**src/rtl/inst_fetch_stage.sv**
```systemverilog
// Instruction-fetch stage: owns the PC, drives the instruction-memory address and
// registers the returned word into the IF/ID latch, honouring stall and redirect.
module inst_fetch_stage #(
  parameter int unsigned      DBITS     = 32,
  parameter logic [DBITS-1:0] INST_SIZE = DBITS'(4),
  parameter logic [DBITS-1:0] START_PC  = DBITS'(32'h40),
  parameter logic [DBITS-1:0] NOP_WORD  = '0
) (
  input  logic             clk,
  input  logic             reset,
  output logic [DBITS-1:0] pc_out,
  input  logic [DBITS-1:0] inst_word,
  input  logic             stall,
  input  logic             redirect_valid,
  input  logic [DBITS-1:0] redirect_pc,
  output logic [DBITS-1:0] id_inst,
  output logic [DBITS-1:0] id_pc,
  output logic [DBITS-1:0] id_pc_next,
  output logic             id_valid,
  output logic             misalign_err
);

  logic [DBITS-1:0] pc_reg, pc_next;
  logic [DBITS-1:0] inst_reg, inst_next;
  logic [DBITS-1:0] ipc_reg, ipc_next;
  logic [DBITS-1:0] ipcn_reg, ipcn_next;
  logic             valid_reg, valid_next;
  logic             err_reg, err_next;
  logic [DBITS-1:0] pc_plus;

  assign pc_plus = pc_reg + INST_SIZE;

  // Redirect beats stall so a flushed latch never holds a stale live instruction.
  always_comb begin
    pc_next    = pc_reg;
    inst_next  = inst_reg;
    ipc_next   = ipc_reg;
    ipcn_next  = ipcn_reg;
    valid_next = valid_reg;
    err_next   = err_reg;
    if (redirect_valid) begin
      pc_next    = {redirect_pc[DBITS-1:2], 2'b00};
      inst_next  = NOP_WORD;
      valid_next = 1'b0;
      err_next   = err_reg | (|redirect_pc[1:0]);
    end else if (!stall) begin
      pc_next    = pc_plus;
      inst_next  = inst_word;
      ipc_next   = pc_reg;
      ipcn_next  = pc_plus;
      valid_next = 1'b1;
    end
  end

  always_ff @(posedge clk or posedge reset) begin
    if (reset) begin
      pc_reg    <= START_PC;
      inst_reg  <= NOP_WORD;
      ipc_reg   <= '0;
      ipcn_reg  <= '0;
      valid_reg <= 1'b0;
      err_reg   <= 1'b0;
    end else begin
      pc_reg    <= pc_next;
      inst_reg  <= inst_next;
      ipc_reg   <= ipc_next;
      ipcn_reg  <= ipcn_next;
      valid_reg <= valid_next;
      err_reg   <= err_next;
    end
  end

  assign pc_out       = pc_reg;
  assign id_inst      = inst_reg;
  assign id_pc        = ipc_reg;
  assign id_pc_next   = ipcn_reg;
  assign id_valid     = valid_reg;
  assign misalign_err = err_reg;

endmodule

```
**config.mk**
```make
export PLATFORM = sky130hd
export DESIGN_NAME = inst_fetch_stage
export DESIGN_NICKNAME = d
export VERILOG_FILES = /design/src/rtl/inst_fetch_stage.sv
export SDC_FILE = /design/constraint.sdc
export NUM_CORES = 1
export LEC_CHECK = 0
export CORE_MARGIN = 2
export CORE_UTILIZATION = 45
export CTS_BUF_LIST = sky130_fd_sc_hd__clkbuf_4 sky130_fd_sc_hd__clkbuf_8
export DETAILED_ROUTE_END_ITERATION = 8
export GPL_TIMING_DRIVEN = 0
export PLACE_DENSITY = 0.8
export SLEW_MARGIN = 20
export SYNTH_ARGS = -nofsm -noshare
export SYNTH_HDL_FRONTEND = slang
export SYNTH_SLANG_ARGS = --single-unit
```
**constraint.sdc**
```tcl
create_clock -name clk -period 4.9 [get_ports clk]
set_clock_uncertainty 0.2 [all_clocks]
set_input_delay 0.49 -clock clk [delete_from_list [all_inputs] [get_ports clk]]
set_output_delay 0.49 -clock clk [all_outputs]
set_load 0.1 [all_outputs]
```
==> run summary <==
Cell Area, Synth -> 5762 µm²
initial core utilization -> 0.4584
crit path buf inv count -> 1
count leader, synth -> nand2_1
Synth top area share -> 0.5342
global-route wire length before repair -> 26.22 mm
pin count of the biggest net entering global routing -> 81
grt ovf -> 0
P_int -> 2.120 mW
switching share of power -> 0.4292
Slew headroom -> 0.2773
DRC viols -> 0
depth of the CTS H-tree -> 4
Max Slew Vio Count -> 0
crit path max fanout -> 6
Cell variety after synth -> 37
Core Rows -> 41
Sequential Power Share -> 0.330
die area -> 13730 µm²
Mapped Avg Cell Area -> 9.539 µm²
min-delay worst type -> in2async
Crit path max-delay family -> buffers and inverters
Sum Neg Setup Slack -> 0 ns
Peak VDD IR -> 203.6 µV
vias per std cell -> 5.014
top_reg_cell synth -> dfrtp_1
Clk Latency, worst-skew pair -> 0.45 ns
critical path type -> reg2out
CTS Buf Count -> 17
Synth async-reset ratio -> 1.000
worst path arrival time -> 2.21 ns
Mapped Cells -> 604
crit-path cells -> clkdlybuf4s50_1
fmax -> 0.3451 GHz
max-cap violations -> 0
Root Driver -> clkbuf_8
crit path launch type -> register
Design Area, Final -> 8417 µm²
initial antenna violation count -> 0
CP Data Required Time -> 4.21 ns
minimum clock period -> 2.897 ns
part of the power in combinational logic -> 0.382
period utilization -> 0.5913
Worst-Margin Slew -> 1.081 ns
io pins -> 198
cts hold-fix bufs -> 0
final hold viol count -> 0
outcome -> finished clean
DIE HEIGHT -> 117.2 µm
1st-iter DRT viols -> 341
vias in the first global route -> 5123
DRT antenna net count -> 0
Layout area overhead -> 46.08%
drt first pass iters -> 4
Final nets -> 889
WL/cell -> 16.54 µm
DP Wirelength -> 12.10 mm
Clock Pin Slew Worst Setup and Hold Paths -> 0.07 ns
routed wire length -> 16.62 mm
IO Port Bufs -> 191
clock share of power -> 0.288
CP max stage delay -> 1.16 ns
pwr dens -> 441.2 nW/µm²
Core Region -> 12570 µm²
fin worst setup slack -> 2.003 ns
Post-CTS Repair Setup Buffers -> 0
DP Worst Slack -> 1.700 ns
Post-synth EDFFs -> 0
Yosys reg bits -> 124
endpoints failing setup -> 0
clock sinks -> 124
most frequent cells after synthesis -> nand2_1 (163), dfrtp_1 (123), nor2_1 (45), o21ai_0 (44), clkbuf_1 (34)
Chip Width -> 117.2 µm
sequential fraction of the synthesis area -> 0.5388
synth top area cells -> dfrtp_1 (53%), nand2_1 (11%), mux2i_1 (5.7%), xnor2_1 (4.9%), o21ai_0 (3.8%)
Yosys warnings -> 0
share of cells above drive strength 1 -> 0.08403
CP max-delay cell -> clkdlybuf4s50_1
TritonCTS clock tree -> done
Worst setup EP type -> output pin
post-CTS sizing -> 0
P_sw -> 1.594 mW
leakage -> 3.632 nW
maximum clock insertion buffer count -> 2
antenna cells -> 0
GRT Total Usage -> 0.2546
overall via count from detail_route -> 5039
RSZ-0062 raised after global routing -> false
Placed Area -> 7940 µm²
Yosys top cell by area -> dfrtp_1
RePlAce Congestion -> 0.8000
-- power by group through the flow --
| stage | clock (mW) | sequential, mW | combinational [mW] |
|---|---|---|---|
| 2_1_floorplan | 0 | 2.05 | 0.229 |
| 3_3_place_gp | 0 | 1.24 | 1.40 |
| 3_5_place_dp | 0 | 1.24 | 1.42 |
| 4_1_cts | 1.08 | 1.22 | 1.43 |
| 5_1_grt | 1.14 | 1.24 | 1.48 |
| 6_report | 1.07 | 1.22 | 1.42 |
-- kinds of logic after synthesis --
kind of cell / after synthesis / synth area share
compound gates: 61 / 0.05299
simple gates: 271 / 0.2161
flops: 124 / 0.5388
other cells: 1 / 0.0006508
xor+xnor: 57 / 0.08665
buf+inv: 55 / 0.04343
mux: 34 / 0.05928
fa+ha+maj: 1 / 0.002171
-- state kept, by name, summed over array words and instances (netlist names) --
| name | cells |
|---|---|
| id_inst | 32 |
| id_pc | 30 |
| id_pc_next | 30 |
| pc_out | 30 |
| id_valid | 1 |
| misalign_err | 1 |
-- placed cells by master, fill, tap and decap left out, types with 5 or more instances in the layout --
master,n
conb_1,6
nor3_2,6
nand3_1,10
clkbuf_8,21
clkdlybuf4s50_1,191
o21ai_1,16
nor3_1,6
nand4_1,12
bufinv_16,5
xnor2_1,32
nor2_1,45
nor4_2,8
mux2i_1,33
buf_4,7
nand2_1,163
and3_1,5
dfrtp_1,123
xor2_1,25
clkbuf_1,34
buf_2,7
o21ai_0,44
-- metal layers --
layer | GRT usage | up-vias | routed length (µm)
met5 | 0 | - | 0
li1 | - | 2392 | -
met4 | 0.08078 | 0 | 203
met1 | 0.3106 | 2418 | 6680
met3 | 0.09011 | 18 | 1467
met2 | 0.4245 | 211 | 8271
-- stage by stage --
step | std cells | util | power, mW | hold WS (ns)
after global placement | 972 | 0.6292 | 2.640 | 0.2578
after floorplan | 609 | - | 2.282 | 0.4044
after CTS | 1005 | 0.6697 | 3.733 | 0.2167
final | 1005 | 0.6697 | 3.714 | 0.2242
after detailed placement | 973 | 0.6318 | 2.663 | 0.2615
after global routing | 1005 | 0.6697 | 3.851 | 0.2526
-- area by class of cell --
class | count | area (µm²)
Buffer | 52 | 239.0
Clock buffer | 21 | 289.0
Clock inverter | 11 | 187.7
Fill cell | 959 | 4151
Inverter | 3 | 16.27
Multi-Input combinational cell | 430 | 2426
Sequential cell | 124 | 3104
Tap cell | 172 | 215.2
Timing Repair Buffer | 192 | 1939
-- path summary, 6_finish.rpt --
| check | from | end | slack (ns) | cells after the start |
|---|---|---|---|---|
| min in group clk | id_pc[13]$_DFFE_PP0P_ | id_pc[13]$_DFFE_PP0P_ | 0.28 | 2 |
| hold reg to reg | id_pc[13]$_DFFE_PP0P_ | id_pc[13]$_DFFE_PP0P_ | 0.28 | 2 |
| hold / removal | reset | id_inst[5]$_DFFE_PP0N_ | 0.22 | 2 |
| setup / recovery | pc_out[6]$_DFFE_PP1N_ | pc_out[6] | 2.00 | 1 |
| max in group asynchronous | reset | pc_out[26]$_DFFE_PP0N_ | 3.53 | 3 |
| setup reg to reg | pc_out[2]$_DFFE_PP0N_ | pc_out[30]$_DFFE_PP0N_ | 2.12 | 7 |
(Power assumes the default switching activity.)
